<file path="src/rtl/serial_add_pkg.sv">
// Shared types and constants for the bit-serial adder controller.
package serial_add_pkg;

    typedef enum logic [1:0] {
        IDLE = 2'd0,
        RUN  = 2'd1,
        DONE = 2'd2
    } state_t;

    localparam int DEFAULT_W = 8;

    // Bit-counter width; a 1-bit operand still needs a 1-bit counter.
    function automatic int cnt_width(input int w);
        return (w <= 1) ? 1 : $clog2(w);
    endfunction

endpackage

</file>
<file path="src/rtl/serial_add_ctrl_if.sv">
// Operand/result handshake bundle for serial_add_ctrl; master drives operands, slave computes.
interface serial_add_ctrl_if
    import serial_add_pkg::*;
#(
    parameter int W = DEFAULT_W
) ();

    logic         in_valid;
    logic         in_ready;
    logic [W-1:0] a;
    logic [W-1:0] b;
    logic         cin;
    logic         out_valid;
    logic         out_ready;
    logic [W-1:0] sum;
    logic         cout;
    logic         busy;

    modport master (
        output in_valid, a, b, cin, out_ready,
        input  in_ready, out_valid, sum, cout, busy
    );

    modport slave (
        input  in_valid, a, b, cin, out_ready,
        output in_ready, out_valid, sum, cout, busy
    );

endinterface

</file>
<file path="src/rtl/full_adder.sv">
// 1-bit full adder cell, time-shared by the serial adder controller.
module full_adder (
    input  logic A,
    input  logic B,
    input  logic Cin,
    output logic Sum,
    output logic Cout
);

    assign Sum  = A ^ B ^ Cin;
    assign Cout = (A & B) | (Cin & (A ^ B));

endmodule

</file>
<file path="src/rtl/serial_add_ctrl.sv">
// Bit-serial W-bit adder: one full_adder evaluation per clock, LSB first,
// operands in and sum/carry out over valid/ready handshakes.
module serial_add_ctrl
    import serial_add_pkg::*;
#(
    parameter int W = DEFAULT_W
) (
    input  logic            clk,
    input  logic            rst,
    serial_add_ctrl_if.slave bus
);

    localparam int            CW   = cnt_width(W);
    localparam logic [CW-1:0] LAST = CW'(W - 1);

    state_t        state_q, state_d;
    logic [W-1:0]  a_sh_q, a_sh_d;
    logic [W-1:0]  b_sh_q, b_sh_d;
    logic [W-1:0]  sum_sh_q, sum_sh_d;
    logic [W-1:0]  sum_shifted;
    logic [CW-1:0] cnt_q, cnt_d;
    logic          carry_q, carry_d;
    logic          fa_sum, fa_cout;

    full_adder u_fa (
        .A    (a_sh_q[0]),
        .B    (b_sh_q[0]),
        .Cin  (carry_q),
        .Sum  (fa_sum),
        .Cout (fa_cout)
    );

    // New sum bit enters at the MSB so the first computed bit lands in bit 0 after W shifts.
    genvar gi;
    generate
        for (gi = 0; gi < W - 1; gi++) begin : g_sum_shift
            assign sum_shifted[gi] = sum_sh_q[gi+1];
        end
    endgenerate
    assign sum_shifted[W-1] = fa_sum;

    always_ff @(posedge clk or posedge rst) begin
        if (rst) begin
            state_q  <= IDLE;
            a_sh_q   <= '0;
            b_sh_q   <= '0;
            sum_sh_q <= '0;
            cnt_q    <= '0;
            carry_q  <= 1'b0;
        end else begin
            state_q  <= state_d;
            a_sh_q   <= a_sh_d;
            b_sh_q   <= b_sh_d;
            sum_sh_q <= sum_sh_d;
            cnt_q    <= cnt_d;
            carry_q  <= carry_d;
        end
    end

    always_comb begin
        state_d  = state_q;
        a_sh_d   = a_sh_q;
        b_sh_d   = b_sh_q;
        sum_sh_d = sum_sh_q;
        cnt_d    = cnt_q;
        carry_d  = carry_q;
        case (state_q)
            IDLE: begin
                if (bus.in_valid) begin
                    a_sh_d   = bus.a;
                    b_sh_d   = bus.b;
                    carry_d  = bus.cin;
                    cnt_d    = '0;
                    sum_sh_d = '0;
                    state_d  = RUN;
                end
            end
            RUN: begin
                a_sh_d   = a_sh_q >> 1;
                b_sh_d   = b_sh_q >> 1;
                sum_sh_d = sum_shifted;
                carry_d  = fa_cout;
                if (cnt_q == LAST) begin
                    state_d = DONE;
                end else begin
                    cnt_d = cnt_q + 1'b1;
                end
            end
            DONE: begin
                if (bus.out_ready) begin
                    state_d = IDLE;
                end
            end
            default: begin
                state_d = IDLE;
            end
        endcase
    end

    assign bus.in_ready  = (state_q == IDLE);
    assign bus.out_valid = (state_q == DONE);
    assign bus.busy      = (state_q == RUN) || (state_q == DONE);
    assign bus.sum       = (state_q == DONE) ? sum_sh_q : '0;
    assign bus.cout      = (state_q == DONE) ? carry_q : 1'b0;

endmodule

</file>
<file path="src/flat_wrapper.sv">
// flat-port wrapper written by rule: the top's interface ports become plain ports
module serial_add_ctrl_flat import serial_add_pkg::*;
#(
    parameter int W = DEFAULT_W
)
  (clk, rst, bus_in_valid, bus_a, bus_b, bus_cin, bus_out_ready, bus_in_ready, bus_out_valid, bus_sum, bus_cout, bus_busy);
  serial_add_ctrl_if #(.W(W)) bus_i ();
  input  logic clk;
  input  logic rst;
  input wire logic [$bits(bus_i.in_valid)-1:0] bus_in_valid;
  input wire logic [$bits(bus_i.a)-1:0] bus_a;
  input wire logic [$bits(bus_i.b)-1:0] bus_b;
  input wire logic [$bits(bus_i.cin)-1:0] bus_cin;
  input wire logic [$bits(bus_i.out_ready)-1:0] bus_out_ready;
  output wire logic [$bits(bus_i.in_ready)-1:0] bus_in_ready;
  output wire logic [$bits(bus_i.out_valid)-1:0] bus_out_valid;
  output wire logic [$bits(bus_i.sum)-1:0] bus_sum;
  output wire logic [$bits(bus_i.cout)-1:0] bus_cout;
  output wire logic [$bits(bus_i.busy)-1:0] bus_busy;
  assign bus_i.in_valid = bus_in_valid;
  assign bus_i.a = bus_a;
  assign bus_i.b = bus_b;
  assign bus_i.cin = bus_cin;
  assign bus_i.out_ready = bus_out_ready;
  assign bus_in_ready = bus_i.in_ready;
  assign bus_out_valid = bus_i.out_valid;
  assign bus_sum = bus_i.sum;
  assign bus_cout = bus_i.cout;
  assign bus_busy = bus_i.busy;
  serial_add_ctrl #(.W(W)) u_core (.clk(clk), .rst(rst), .bus(bus_i));
endmodule
</file>
<file path="config.mk">
export PLATFORM = sky130hd
export DESIGN_NAME = serial_add_ctrl_flat
export DESIGN_NICKNAME = d
export VERILOG_FILES = /design/src/rtl/serial_add_pkg.sv /design/src/rtl/serial_add_ctrl_if.sv /design/src/rtl/full_adder.sv /design/src/rtl/serial_add_ctrl.sv /design/src/flat_wrapper.sv
export SDC_FILE = /design/constraint.sdc
export NUM_CORES = 1
export LEC_CHECK = 0
export CORE_UTILIZATION = 45
export DETAILED_ROUTE_END_ITERATION = 7
export PLACE_DENSITY = 0.75
export SLEW_MARGIN = 20
export SYNTH_ARGS = -nofsm -noshare
export SYNTH_HDL_FRONTEND = slang
export SYNTH_SLANG_ARGS = --single-unit
</file>
<file path="constraint.sdc">
create_clock -name clk -period 1.5 [get_ports clk]
set_clock_uncertainty 0.05 [all_clocks]
set_input_delay 0.15 -clock clk [delete_from_list [all_inputs] [get_ports clk]]
set_output_delay 0.15 -clock clk [all_outputs]
set_load 0.05 [all_outputs]
</file>
# After elaboration in Yosys (flattened, before gate mapping)
# Index checks and enable logic that the tools add are counted.
# W data, S select, Z words.
[word_totals] regBits=30 in_bits=21 out_inout_bits=12
[op_classes] addsub=1 n_eq_ne=7 muxes=17 n_bitwise=5 n_reduce_logical=6
[ops] op="$pmux W8 S2" n=3
[ops] op="$mux W8" n=4
[ops] op="$mux W2" n=3
[ops] op="$mux W3" n=2
[ops] op="$ne A2 B2 Y1 const B" n=3
[ops] op="$pmux W2 S3" n=1
[ops] op="$pmux W3 S2" n=1
[ops] op="$reduce_and A3 Y1" n=2
[ops] op="$add A3 B1 Y3 const B" n=1
[ops] op="$eq A3 B3 Y1 const B" n=1
[ops] op="$and A1 B1 Y1" n=2
[ops] op="$eq A2 B1 Y1 const B" n=1
[ops] op="$eq A2 B2 Y1 const B" n=1
[ops] op="$logic_not A2 Y1" n=1
[ops] op="$mux W1" n=2
[ops] op="$ne A2 B1 Y1 const B" n=1
[ops] op="$pmux W1 S2" n=1
[ops] op="$reduce_and A2 Y1" n=1
[ops] op="$reduce_bool A2 Y1" n=1
[ops] op="$xor A1 B1 Y1" n=2
[ops] op="$logic_or A1 B1 Y1" n=1
[ops] op="$or A1 B1 Y1" n=1

# Logic depth before layout (Yosys ltp)
[logic_depth] ltp_word=4 mapped_depth=7 mapped_depth_nobuf=5

# Hierarchy
# From an unflattened synthesis, not the netlist that was laid out.
[hier_totals] cells_unflattened=136 area_unflattened_um2=1510.2
[by_module_without_submodules] mod="serial_add_ctrl" n_inst=1 cells_each=135 area_each_um2=1490.2 seq_area_each_um2=750.7
[by_module_without_submodules] mod="full_adder" n_inst=1 cells_each=1 area_each_um2=20.0 seq_area_each_um2=0.0

# Worst setup path before layout
# Ideal clock, no wire load.
[synth_path] kind="reg2reg" from="register u_core.state_q[0]" to="register u_core.cnt_q[0]" setup_time_ns=0.125 arrival_ns=1.739 required_ns=1.325 slack_ns=-0.414 stages_incl_launch_ff=6 n_path_buf=0 period_less_slack_ns=1.914 cell_sequence="dfrtp_1 inv_1 ha_1 nor2_1 a211oi_4 mux2_4"
[synth_between] elab_chain_cells=3 word_cells_on_any_way=7 classes_between="eq/ne (3); mux (1); reduce/logical (3)"
[synth_rtl] element="start, declared" line_no="serial_add_ctrl.sv:16" text="state_t state_q, state_d;"
[synth_rtl] element="start signal, assigned" line_no="serial_add_ctrl.sv:51" text="state_q <= state_d;"
[synth_rtl] element="$logic_not A2 Y1 (*)"
[synth_rtl] element="via bus_in_ready" line_no="flat_wrapper.sv:15" text="output wire logic [$bits(bus_i.in_ready)-1:0] bus_in_ready;"
[synth_rtl] element="$ne A2 B2 Y1 (no line) or $reduce_bool A2 Y1 (tied branches)"
[synth_rtl] element="$reduce_and A3 Y1 (no line)"
[synth_rtl] element="end signal, assigned" line_no="serial_add_ctrl.sv:55" text="cnt_q <= cnt_d;"
[synth_rtl] element="end, declared" line_no="serial_add_ctrl.sv:21" text="logic [CW-1:0] cnt_q, cnt_d;"
# Mark *: on every way through the listed nets, which the timed path passes. The rest lies on a longest branch.
# A chain may end at the register's enable or synchronous reset.

# Worst setup path in the final report
[layout_path] from="register u_core.state_q[1]" to="output bus_sum[7]"
[layout_between] elab_chain_cells=2
[layout_rtl] element="$eq A2 B2 Y1" line_no="serial_add_ctrl.sv:103" text="assign bus.sum = (state_q == DONE) ? sum_sh_q : '0;"
[layout_rtl] element="$mux W8" line_no="serial_add_ctrl.sv:103"
[layout_rtl] element="end, declared" line_no="flat_wrapper.sv:17" text="output wire logic [$bits(bus_i.sum)-1:0] bus_sum;"
# Every way passes these cells.

==> impl_metrics.env <==
export IMPL_run_status="complete, but fails checks"
export IMPL_failed_checks="setup timing"
export IMPL_cellPowerDensity_nw_per_um2=2140
export IMPL_synth_top_area_cell="sky130_fd_sc_hd__dfrtp_1"
export IMPL_path_max_fanout=5
export IMPL_fin_crit_sh=1.10
export IMPL_place_port_buffers=32
export IMPL_static_leakage_power_nw=1.15
export IMPL_die_area_sq_um=3720
export IMPL_slew_headroom=0.744
export IMPL_min_path_type="in2async"
export IMPL_yosys_area_top_type_share=0.480
export IMPL_cts_buffer_depth=2
export IMPL_place_detailed_instances=236
export IMPL_routed_wirelength_mm=4.09
export IMPL_cp_end_kind="output port"
export IMPL_worst_ep_arrival_time_ns=1.46
export IMPL_routabilityCongestion=0.757
export IMPL_post_synth_num_cell_types=22
export IMPL_core_rowCount=21
export IMPL_dr_wl_met2_mm=2.14
export IMPL_clock_tree_htree_level_count=2
export IMPL_ff_latch_area_sq_um=751
export IMPL_tritoncts_clock_tree="yes"
export IMPL_postLayoutCoreUtil=0.760
export IMPL_gr_total_overflow=0
export IMPL_fmaxAchievable_mhz=604
export IMPL_synth_warnings=0
export IMPL_filler_instances=216
export IMPL_synth_top_cells_by_area="sky130_fd_sc_hd__dfrtp_1 (48%), sky130_fd_sc_hd__mux2i_1 (12%), sky130_fd_sc_hd__nand2_1 (7.9%)"
export IMPL_synth_yosys_seq_area_share=0.480
export IMPL_avg_cell_area_syn_sq_um=10.3
export IMPL_critical_path_class="reg2out"
export IMPL_wl_met1_mm=1.68
export IMPL_routed_length_on_met3_um=183
export IMPL_total_power_mw=5.43
export IMPL_whs_ns=0.139
export IMPL_die_width_um=61.0
export IMPL_grt_start_max_net_pins=31
export IMPL_netlist_instances=152
export IMPL_placement_setup_worst_slack_ns=-0.136
export IMPL_routed_wire_length_per_instance_um=15.6
export IMPL_stdcell_count=262
export IMPL_post_route_cells_drive_above_1_share=0.366
export IMPL_top_level_ports=33
export IMPL_initial_utilization=0.469
export IMPL_gr_usage_all_layers=0.212
export IMPL_transition_time_at_the_pin_with_the_least_slew_margin_ns=0.385
export IMPL_final_design_area_no_fill_sq_um=2540
export IMPL_post_dp_hpwl_mm=2.43
export IMPL_tritoncts_num_buffers=5
export IMPL_placement_cell_area_sq_um=2170
export IMPL_highest_signal_layer="met4"
export IMPL_ant_nets=0
export IMPL_via_per_inst=5.18
export IMPL_dr_total_vias=1358
export IMPL_cts_root_buffer_cell="sky130_fd_sc_hd__clkbuf_4"
export IMPL_power_ir_vdd_worst_v=0.00149
export IMPL_vias_in_the_first_global_route=1202
export IMPL_total_neg_setup_slack_ns=-4.79
export IMPL_finalMaxSlewViolations=0
export IMPL_hold_buffers=0
export IMPL_ys_ff_latch=30
export IMPL_finish_stage_setup_viols=42
export IMPL_syn_num_nets=181
export IMPL_number_of_antenna_repair_diodes=0
export IMPL_route_detailed_drc=0
export IMPL_synth_to_final_area_change_pct=62.1
export IMPL_worst_ep_required_time_ns=1.30
export IMPL_fin_nets=244
export IMPL_clk_latency_ns=0.33
export IMPL_design_core_area_sq_um=3340
export IMPL_area_occupied_by_multi_input_gates_sq_um=823
export IMPL_layout_setup_ws_ns=-0.155
export IMPL_path_clk_slew_ns=0.10
export IMPL_die_h_um=61.0
export IMPL_rsz0062_at_grt="true"
export IMPL_grt_antenna_before_repair=0
export IMPL_critical_path_startpoint_type="flop"
export IMPL_clock_sink_count=30
export IMPL_drtPass1Iterations=4
export IMPL_post_synth_instance_area_sq_um=1570
export IMPL_grt_first_pass_wirelength_mm=5.48
export IMPL_fin_hold_viols=0
export IMPL_cap_viol_max_count=0
export IMPL_period_needed_ns=1.66
export IMPL_initialDrtViolationCount=26
[cells in the mapped netlist]
master                     instances
sky130_fd_sc_hd__nand2_1          33
sky130_fd_sc_hd__dfrtp_1          30
sky130_fd_sc_hd__mux2i_1          18
sky130_fd_sc_hd__o21ai_0          14
sky130_fd_sc_hd__inv_1            11
sky130_fd_sc_hd__and2_1            9
sky130_fd_sc_hd__o21ai_1           9
sky130_fd_sc_hd__ha_1              7
sky130_fd_sc_hd__buf_6             4
sky130_fd_sc_hd__a22o_1            2
sky130_fd_sc_hd__buf_2             2
sky130_fd_sc_hd__mux2_2            2
sky130_fd_sc_hd__nor2_1            2
sky130_fd_sc_hd__a211oi_4          1
sky130_fd_sc_hd__a221oi_2          1
sky130_fd_sc_hd__buf_4             1
sky130_fd_sc_hd__clkbuf_1          1
sky130_fd_sc_hd__fa_1              1
sky130_fd_sc_hd__mux2_4            1
sky130_fd_sc_hd__nand2b_1          1
sky130_fd_sc_hd__nor2b_1           1
sky130_fd_sc_hd__nor2b_4           1
[sequential cells by signal (all words and copies together) (netlist names)]
signal / count
u_core.sum_sh_q: 8
u_core.carry_q: 1
u_core.cnt_q: 3
u_core.state_q: 2
u_core.a_sh_q: 8
u_core.b_sh_q: 8
[routing by layer]
metal	vias to the layer above	track usage
met5	-	0
met4	0	0.107
met3	9	0.0384
met2	46	0.356
met1	674	0.262
li1	629	-
[cell usage in the layout (no fill, tap or decap), types with 2 or more instances in the layout]
master	count
sky130_fd_sc_hd__nand2_1	33
sky130_fd_sc_hd__dfrtp_1	30
sky130_fd_sc_hd__o21ai_1	21
sky130_fd_sc_hd__clkdlybuf4s50_1	20
sky130_fd_sc_hd__mux2i_1	17
sky130_fd_sc_hd__buf_4	17
sky130_fd_sc_hd__buf_12	14
sky130_fd_sc_hd__buf_6	10
sky130_fd_sc_hd__and2_4	9
sky130_fd_sc_hd__inv_1	8
sky130_fd_sc_hd__clkbuf_4	5
sky130_fd_sc_hd__ha_4	4
sky130_fd_sc_hd__mux2_4	3
sky130_fd_sc_hd__clkbuf_16	3
sky130_fd_sc_hd__a22o_1	2
sky130_fd_sc_hd__inv_2	2
sky130_fd_sc_hd__o21ai_2	2
sky130_fd_sc_hd__ha_1	2
[where the power goes]
group | internal, mW | switching (mW)
Combinational | 1.95 | 1.64
Sequential | 1.12 | 0.197
Clock | 0.225 | 0.291
[cell type report]
type,instances,area share
Clock buffer,6,0.0202
Tap cell,46,0.0227
Sequential cell,30,0.296
Clock inverter,2,0.00493
Timing Repair Buffer,64,0.314
Inverter,11,0.0182
Multi-Input combinational cell,103,0.324
[worst max-delay path: stages, from the launching register on]
cell and delay [ns]:
sky130_fd_sc_hd__dfrtp_1 0.41, sky130_fd_sc_hd__buf_6 0.13, sky130_fd_sc_hd__ha_4 0.17, sky130_fd_sc_hd__buf_6 0.13, sky130_fd_sc_hd__and2_4 0.16, sky130_fd_sc_hd__buf_12 0.14
[final timing paths]
kind,from,to,slack (ns),cells past startpoint
min in group clk,bus_b[7],u_core.b_sh_q[7],0.37,2
max,u_core.state_q[1],bus_sum[7],-0.16,5
max in group asynchronous,rst,u_core.a_sh_q[2],0.97,3
min reg2reg,u_core.a_sh_q[3],u_core.a_sh_q[3],0.46,2
min,rst,u_core.a_sh_q[6],0.14,3
max reg2reg,u_core.state_q[1],u_core.cnt_q[2],-0.15,7
[cells by family (layout without fill, tap and decap cells)]
group                    count (synthesis)  count (layout)  synth area share
AO/OA/AOI/OAI                           27              27             0.107
adder cells (fa/ha/maj)                  8               8            0.0687
buffers and inverters                   19              83            0.0687
flip-flops                              30              30             0.480
multiplexers                            21              21             0.139
AND/OR/NAND/NOR                         47              47             0.137
[repair_timing]
item | 4_1_cts | 5_1_grt
gates cloned | 1 | 5
endpoints found under the hold margin | 0 | 0
pin swaps | 3 | 0
endpoints found under the setup margin | 28 | 42
setup buffers | 8 | 4
resized for setup | 28 | 5
Power figures use the tool's default switching activity.
